<file path="config.mk">
export PLATFORM = sky130hd
export DESIGN_NAME = equiv_run_ctrl
export DESIGN_NICKNAME = d
export VERILOG_FILES = /design/src/rtl/equiv_run_ctrl.sv
export SDC_FILE = /design/constraint.sdc
export NUM_CORES = 1
export LEC_CHECK = 0
export ABC_CLOCK_PERIOD_IN_PS = 15700
export BUFFER_PORTS_ARGS = -buffer_cell sky130_fd_sc_hd__clkbuf_2
export CORE_MARGIN = 1
export CORE_UTILIZATION = 52
export CTS_CLUSTER_SIZE = 16
export DETAILED_ROUTE_END_ITERATION = 8
export PLACE_DENSITY = 0.86
export SLEW_MARGIN = 20
export SYNTH_ARGS = -nofsm -noshare
export SYNTH_HDL_FRONTEND = slang
export SYNTH_SLANG_ARGS = --single-unit
</file>
<file path="constraint.sdc">
create_clock -name clk -period 15.7 [get_ports clk]
set_input_delay 3.14 -clock clk [delete_from_list [all_inputs] [get_ports clk]]
set_output_delay 3.14 -clock clk [all_outputs]
set_load 0.01 [all_outputs]
</file>
<file path="src/rtl/equiv_run_ctrl.sv">
// equiv_run_ctrl: bounded run controller for a dual-instance equivalence harness.
// Generates LFSR stimulus for both instances, compares their 91-bit outputs
// LAT cycles later, and reports pass, a saturating mismatch count and the
// index of the first failing vector.
// Optional build macro: EQUIV_STOP_ON_FAIL_EN -- the first mismatch ends the run.

module equiv_run_ctrl #(
  parameter int unsigned NUM_VEC = 1024,
  parameter int unsigned LAT     = 1,
  parameter logic [71:0] SEED    = 72'h1
) (
  input  logic        clk,
  input  logic        rst,
  input  logic        start,
  output logic [20:0] wire0,
  output logic [13:0] wire1,
  output logic [20:0] wire2,
  output logic [15:0] wire3,
  output logic        stim_valid,
  input  logic [90:0] y_1,
  input  logic [90:0] y_2,
  output logic        busy,
  output logic        done,
  output logic        pass,
  output logic [15:0] mismatch_cnt,
  output logic [15:0] first_fail_idx
);

  localparam int unsigned STIM_W = 72;
  localparam int unsigned IDX_W  = 16;
  localparam int unsigned CNT_W  = 16;
  localparam int unsigned DCNT_W = 4;

  // A zero seed would lock the LFSR at zero, so it is replaced by 1.
  localparam logic [STIM_W-1:0] SEED_EFF   = (SEED == '0) ? STIM_W'(1) : SEED;
  localparam logic [IDX_W-1:0]  LAST_IDX   = IDX_W'(NUM_VEC - 1);
  localparam logic [DCNT_W-1:0] DRAIN_LAST = DCNT_W'((LAT == 0) ? 0 : LAT - 1);
  localparam logic [IDX_W-1:0]  NO_FAIL    = '1;
  localparam logic [CNT_W-1:0]  CNT_MAX    = '1;

  typedef enum logic [1:0] {
    ST_IDLE,
    ST_DRIVE,
    ST_DRAIN,
    ST_DONE
  } state_t;

  state_t              r_state;
  logic [STIM_W-1:0]   r_stim;
  logic                r_stim_valid;
  logic [IDX_W-1:0]    r_idx;
  logic [DCNT_W-1:0]   r_drain_cnt;
  logic                r_busy;
  logic                r_done;
  logic                r_pass;
  logic [CNT_W-1:0]    r_mismatch_cnt;
  logic [IDX_W-1:0]    r_first_fail;

  logic [STIM_W-1:0]   w_lfsr_nxt;
  logic                w_cmp_vld;
  logic [IDX_W-1:0]    w_cmp_idx;
  logic                w_cmp_en;
  logic                w_miss;
  logic [CNT_W-1:0]    w_cnt_nxt;
  logic                w_stop;
  logic                w_last_vec;
  logic                w_drain_end;
  logic                w_to_done;

  // LFSR step: shift left, feedback from taps 71, 65, 24, 18.
  assign w_lfsr_nxt = {r_stim[70:0], r_stim[71] ^ r_stim[65] ^ r_stim[24] ^ r_stim[18]};

  // Compare source: either the live drive slot or the end of the delay line.
  generate
    if (LAT == 0) begin : g_lat0
      assign w_cmp_vld = r_stim_valid;
      assign w_cmp_idx = r_idx;
    end else begin : g_pipe
      logic [LAT-1:0]            r_pipe_vld;
      logic [LAT-1:0][IDX_W-1:0] r_pipe_idx;

      // LAT-deep delay line carrying {stim_valid, index} to the compare point.
      always_ff @(posedge clk or posedge rst) begin
        if (rst) begin
          r_pipe_vld <= '0;
          r_pipe_idx <= '0;
        end else if (w_stop) begin
          r_pipe_vld <= '0;
        end else begin
          r_pipe_vld[0] <= r_stim_valid;
          r_pipe_idx[0] <= r_idx;
          for (int i = 1; i < int'(LAT); i++) begin
            r_pipe_vld[i] <= r_pipe_vld[i-1];
            r_pipe_idx[i] <= r_pipe_idx[i-1];
          end
        end
      end

      assign w_cmp_vld = r_pipe_vld[LAT-1];
      assign w_cmp_idx = r_pipe_idx[LAT-1];
    end
  endgenerate

  // Compares only count while a run is active; anything in flight at DONE is dropped.
  assign w_cmp_en  = w_cmp_vld && ((r_state == ST_DRIVE) || (r_state == ST_DRAIN));
  assign w_miss    = w_cmp_en && (y_1 != y_2);
  assign w_cnt_nxt = (w_miss && (r_mismatch_cnt != CNT_MAX)) ? r_mismatch_cnt + CNT_W'(1)
                                                              : r_mismatch_cnt;

`ifdef EQUIV_STOP_ON_FAIL_EN
  assign w_stop = w_miss;
`else
  assign w_stop = 1'b0;
`endif

  // Run termination conditions.
  assign w_last_vec  = (r_state == ST_DRIVE) && (r_idx == LAST_IDX);
  assign w_drain_end = (r_state == ST_DRAIN) && (r_drain_cnt == DRAIN_LAST);
  assign w_to_done   = w_stop || (w_last_vec && (LAT == 0)) || w_drain_end;

  // Run FSM with registered stimulus, status and result outputs.
  always_ff @(posedge clk or posedge rst) begin
    if (rst) begin
      r_state        <= ST_IDLE;
      r_stim         <= SEED_EFF;
      r_stim_valid   <= 1'b0;
      r_idx          <= '0;
      r_drain_cnt    <= '0;
      r_busy         <= 1'b0;
      r_done         <= 1'b0;
      r_pass         <= 1'b0;
      r_mismatch_cnt <= '0;
      r_first_fail   <= NO_FAIL;
    end else begin
      r_done         <= 1'b0;
      r_mismatch_cnt <= w_cnt_nxt;
      if (w_miss && (r_first_fail == NO_FAIL)) begin
        r_first_fail <= w_cmp_idx;
      end

      if (w_to_done) begin
        // pass reflects any mismatch found on this final compare as well.
        r_state      <= ST_DONE;
        r_done       <= 1'b1;
        r_busy       <= 1'b0;
        r_stim_valid <= 1'b0;
        r_pass       <= (w_cnt_nxt == '0);
      end else begin
        case (r_state)
          ST_IDLE: begin
            if (start) begin
              r_state        <= ST_DRIVE;
              r_stim         <= SEED_EFF;
              r_stim_valid   <= 1'b1;
              r_idx          <= '0;
              r_busy         <= 1'b1;
              r_pass         <= 1'b0;
              r_mismatch_cnt <= '0;
              r_first_fail   <= NO_FAIL;
            end
          end
          ST_DRIVE: begin
            if (w_last_vec) begin
              // Last vector stays on the wires through the drain.
              r_state      <= ST_DRAIN;
              r_stim_valid <= 1'b0;
              r_drain_cnt  <= '0;
            end else begin
              r_idx  <= r_idx + IDX_W'(1);
              r_stim <= w_lfsr_nxt;
            end
          end
          ST_DRAIN: begin
            r_drain_cnt <= r_drain_cnt + DCNT_W'(1);
          end
          ST_DONE: begin
            r_state <= ST_IDLE;
          end
          default: begin
            r_state <= ST_IDLE;
          end
        endcase
      end
    end
  end

  assign wire0          = r_stim[71:51];
  assign wire1          = r_stim[50:37];
  assign wire2          = r_stim[36:16];
  assign wire3          = r_stim[15:0];
  assign stim_valid     = r_stim_valid;
  assign busy           = r_busy;
  assign done           = r_done;
  assign pass           = r_pass;
  assign mismatch_cnt   = r_mismatch_cnt;
  assign first_fail_idx = r_first_fail;

endmodule

</file>
# Word level (Yosys, flattened, before mapping)
# Cells that the tools add are included.
dict set report word_totals {
  inputBits 185
  output_inout_bits 108
  ff_bits 147
  elab_cells 82
}
dict set report classes {
  n_addsub 3
  bitwise 4
  n_eq_ne 12
  n_reduce_logical 21
  n_mux 30
}
# op n
set op_table {}
lappend op_table {{2-to-1 mux 16 bit} 10}
lappend op_table {{2-to-1 mux 72 bit} 2}
lappend op_table {{one-hot mux 72 bit (2 select lines)} 1}
lappend op_table {{inequality test 91 bit} 1}
lappend op_table {{adder 16 x 1 -> 16 bit (second input constant)} 2}
lappend op_table {{one-hot mux 16 bit (2 select lines)} 1}
lappend op_table {{equality test 16 x 10 -> 1 bit (second input constant)} 1}
lappend op_table {{equality test 16 bit (second input constant)} 1}
lappend op_table {{zero test 16 bit} 1}
lappend op_table {{inequality test 16 bit (second input constant)} 1}
lappend op_table {{2-to-1 mux 1 bit} 9}
lappend op_table {{AND reduction 3 bit} 3}
lappend op_table {{one-hot mux 4 bit (2 select lines)} 1}
lappend op_table {{nonzero test 2 bit} 4}
lappend op_table {{logical AND 1 bit} 6}
lappend op_table {{2-to-1 mux 2 bit} 3}
lappend op_table {{inequality test 2 bit (second input constant)} 3}
lappend op_table {{inequality test 3 bit (second input constant)} 2}
lappend op_table {{one-hot mux 2 bit (3 select lines)} 1}
lappend op_table {{adder 4 x 1 -> 4 bit (second input constant)} 1}
lappend op_table {{equality test 2 bit (second input constant)} 2}
lappend op_table {{zero test 4 bit} 1}
lappend op_table {{2-to-1 mux 4 bit} 1}
lappend op_table {{AND reduction 4 bit} 1}
lappend op_table {{other kinds (9)} 11}

# Logic depth before layout (Yosys ltp)
dict set report depth {
  word_depth 9
  depth_mapped 11
  depth_no_buf 11
}

# Worst setup path before layout
# Ideal clock, no wire load.
dict set report synth_timing {
  kind {input port to flip-flop}
  start {input port y_2[46]}
  end {register r_pass (netlist: pass)}
  arrival_time_ns 4.868
  stages 9
  setup_ns 0.064
  setup_slack_ns 10.768
  cell_sequence {xor2_1 > nor4_1 > nand4_1 > nor4_4 > a211o_2 > nor2_1 > o31a_1 > nor4_2 > a21o_1}
}
dict set report synth_via {
  elab_chain_cells 6
}
# item line
set synth_lines {}
lappend synth_lines {{from (decl)} 21} ;# input logic [90:0] y_2,
lappend synth_lines {{inequality test 91 bit} 106} ;# assign w_miss = w_cmp_en && (y_1 != y_2);
lappend synth_lines {{logical AND 1 bit} 106}
lappend synth_lines {{logical AND 1 bit} 107} ;# assign w_cnt_nxt = (w_miss && (r_mismatch_cnt != CNT_MAX)) ? r_mismatch_cnt + CNT_W'(1)
lappend synth_lines {{2-to-1 mux 16 bit} 107}
lappend synth_lines {{zero test 16 bit} 147} ;# r_pass <= (w_cnt_nxt == '0);
lappend synth_lines {{2-to-1 mux 1 bit} 141} ;# if (w_to_done) begin
lappend synth_lines {{to (signal assigned)} 147}
lappend synth_lines {{to (decl)} 55} ;# logic r_pass;
# Every way passes these cells.
# A chain may end at the register's enable or synchronous reset.

# Final worst setup path
dict set report layout_timing {
  start {input port y_2[85]}
  end {register r_pass (netlist: pass)}
}
# Same word-level chain as after synthesis.

==> flow_metrics.py <==
metrics = {
    "detailed_routing": {
        "routed-wl-met2_um": 8890,
        "finalWirelength_um": 18300,
        "post-route-drc-count": 0,
        "detail_route.first_pass.iterations": 5,
        "detailroute.via_count": 5991,
        "highest_layer": "met4",
        "drt_iter0_drc": 265,
        "metal_1_wl_um": 7440,
        "wl_met3_um": 1250,
        "wl_per_cell_um": 16.7,
        "post_drt_via_cell_ratio": 5.46,
        "ant_nets": 0,
    },
    "sta": {
        "finalSetupViolCount": 0,
        "finalMaxSlewViolations": 0,
        "min_period_over_period_pct": 34.0,
        "final_hold_viols": 0,
        "post-route-worst-setup-slack_ps": 10360,
        "timing.clock.skew_ps": 8.15,
        "clock.fmax_mhz": 187,
        "hold_ws_ps": 424,
        "grt_setup_unrepaired": "no",
        "setup_total_negative_slack_ps": 0,
        "period_minus_slack_ps": 5340,
        "timing.slew.headroom_pct": 31.4,
        "tightest_slew_ps": 1020,
    },
    "global_routing": {
        "grt_remaining_overflow": 0,
        "number_of_global_route_vias_before_repair": 6002,
        "grt_antenna_before_repair": 0,
        "grt_pass1_wl_um": 29800,
        "grt_start_max_net_pins": 81,
        "gr-usage-all-layers_pct": 27.5,
    },
    "yosys": {
        "synth.avg_cell_area_um2": 11.1,
        "async_set_or_reset_register_ratio_after_synthesis_pct": 100,
        "syn_inst_count": 625,
        "syn-cell-area_mm2": 0.00696,
        "netlist.area_leader.share_pct": 46.8,
        "share_of_the_yosys_chip_area_belonging_to_registers_pct": 53.2,
        "number_of_distinct_library_cell_variants_in_the_gate_level_netlist_after_synthesis": 44,
        "syn_nets": 818,
        "ys.warnings.count": 0,
        "ys_ff_latch": 147,
        "synth_edf_count": 0,
        "netlist.top_cell.by_area": "sky130_fd_sc_hd__dfrtp_1",
        "synth_area_leaders": "sky130_fd_sc_hd__dfrtp_1 47%, sky130_fd_sc_hd__xor2_1 14%, sky130_fd_sc_hd__a22o_1 9.3%",
        "synth_common_cells": "130 x sky130_fd_sc_hd__dfrtp_1, 113 x sky130_fd_sc_hd__xor2_1, 74 x sky130_fd_sc_hd__a22o_1, 52 x sky130_fd_sc_hd__nor2_1, 44 x sky130_fd_sc_hd__nand2_1",
        "commonest_register_cell_after_synthesis": "sky130_fd_sc_hd__dfrtp_1",
        "yosys.cell_count.top_type": "sky130_fd_sc_hd__dfrtp_1",
    },
    "cells_and_area": {
        "filler_cell_count": 943,
        "post-route-cell-area_mm2": 0.00916,
        "fin_util_pct": 71.4,
        "antenna-diode-count": 0,
        "instances_no_fill": 1098,
        "multiInputGateArea_mm2": 0.00311,
        "layout-drive-gt1-share_pct": 38.6,
        "seqCellArea_mm2": 0.00370,
        "synthToLayoutAreaGrowth_pct": 31.6,
        "layout.nets": 1106,
    },
    "clock_network": {
        "postCtsResizedCells": 0,
        "cts_tree": "done",
        "cts_root_buffer": "sky130_fd_sc_hd__clkbuf_16",
        "cts.clk_slew.worst_paths_ps": 60,
        "postCtsHoldBufs": 0,
        "cts_buffer_depth": 2,
        "postCtsSetupBuffers": 0,
        "htreeDepth": 4,
        "clkLatencyLatePin_ps": 410,
        "clkSinkCount": 147,
        "cts_made_buffers": 17,
    },
    "run": {
        "timing.max_cap.violations": 0,
    },
    "setup_path": {
        "setup.worst_path.start_class": "input port",
        "cp_data_required_time_ps": 16050,
        "timing.critical_path.arrival_ps": 5690,
        "crit_path_end_kind": "register",
        "crit_fanout": 12,
        "classification_of_the_worst_setup_path": "input port to register",
    },
    "placement": {
        "post_dp_cell_area_mm2": 0.00855,
        "port_buffers": 292,
        "hpwl_um": 13600,
        "post-place-ws_ps": 10060,
        "placedCellCount": 1066,
        "place_congestion": 0.924,
    },
    "power_and_ir_drop": {
        "power_density_mw_per_mm2": 128,
        "vdd_drop_max_mv": 0.0977,
        "p_leak_nw": 4.79,
        "total_power_mw": 1.17,
    },
    "outcome": {
        "outcome": "completed",
    },
    "floorplanning": {
        "die_area_mm2": 0.0138,
        "core_region_area_mm2": 0.0128,
        "rows": 41,
        "die_w_um": 118,
        "start_util_pct": 54.2,
        "floorplan.io_pins": 293,
        "chipHeight_um": 118,
    },
    "min_path": {
        "holdCritPathClass": "register to register",
    },
}
## flip-flops by register name (all words and copies together) (netlist names)
signal,cells
g_pipe.r_pipe_idx,16
stim_valid,1
g_pipe.r_pipe_vld,1
r_idx,16
busy,1
pass,1
r_drain_cnt,4
mismatch_cnt,16
done,1
first_fail_idx,16
r_stim,72
r_state,2
## per-layer routing
metal	vias to the layer above	global-route usage, %
met1	2871	33.4
met4	0	13.2
met2	263	45.5
li1	2823	-
met5	-	0
met3	34	7.12
## worst paths after layout
kind,from,to,slack (ps),depth (start not counted)
min reg2reg,r_idx[9],g_pipe.r_pipe_idx[9],420,0
max in group asynchronous,rst,mismatch_cnt[12],11520,3
max reg2reg,r_state[1],r_idx[12],12430,11
max,y_2[85],pass,10360,10
min,r_idx[9],g_pipe.r_pipe_idx[9],420,0
min in group asynchronous,rst,r_stim[54],2780,2
## cells in the final DEF, fill, tap and decap left out, types with 3 or more instances in the layout
master	instances
sky130_fd_sc_hd__clkbuf_2	292
sky130_fd_sc_hd__mux2i_1	4
sky130_fd_sc_hd__and4_1	4
sky130_fd_sc_hd__ha_1	8
sky130_fd_sc_hd__clkbuf_16	17
sky130_fd_sc_hd__or3_1	5
sky130_fd_sc_hd__xor2_1	113
sky130_fd_sc_hd__inv_1	7
sky130_fd_sc_hd__and3_1	3
sky130_fd_sc_hd__o21ai_0	13
sky130_fd_sc_hd__nor3_1	6
sky130_fd_sc_hd__a21oi_1	9
sky130_fd_sc_hd__inv_6	8
sky130_fd_sc_hd__xnor2_1	11
sky130_fd_sc_hd__nor2_1	52
sky130_fd_sc_hd__dfstp_2	17
sky130_fd_sc_hd__nor4_1	25
sky130_fd_sc_hd__buf_4	3
sky130_fd_sc_hd__and2_1	4
sky130_fd_sc_hd__nand4_1	18
sky130_fd_sc_hd__a22o_1	74
sky130_fd_sc_hd__dfrtp_1	130
sky130_fd_sc_hd__o21ai_1	10
sky130_fd_sc_hd__nand2_1	44
sky130_fd_sc_hd__nand3_1	16
## power by group
group / internal (mW) / switching, mW
clock: 0.244 / 0.166
sequential: 0.431 / 0.0409
combinational: 0.104 / 0.186
total: 0.778 / 0.393
## cells by family after synthesis
family	Yosys count	synth area share (%)
AO/OA/AOI/OAI	119	13.3
flip-flops	147	53.2
XOR/XNOR	124	15.6
adder cells (fa/ha/maj)	8	1.44
AND/OR/NAND/NOR	186	13.5
buffers and inverters	35	2.14
multiplexers	6	0.899
## worst max-delay path: stages
cell and delay [ps]:
sky130_fd_sc_hd__clkbuf_2 120, sky130_fd_sc_hd__xor2_1 210, sky130_fd_sc_hd__nor4_1 550, sky130_fd_sc_hd__nand3_1 250, sky130_fd_sc_hd__nor4_4 340, sky130_fd_sc_hd__a21oi_2 220, sky130_fd_sc_hd__or3_1 390, sky130_fd_sc_hd__a21oi_1 140
sky130_fd_sc_hd__and4_1 210, sky130_fd_sc_hd__a21o_1 120
## layout make-up
cell class                 count  area share, %
multi-input combinational    443           34.0
sequential                   147           40.4
clock inverter                14           1.80
timing repair buffer         295           16.2
tap                          172           2.35
clock buffer                  18           4.80
inverter                       9          0.424
Note: power is estimated with default switching activity, not from simulation.
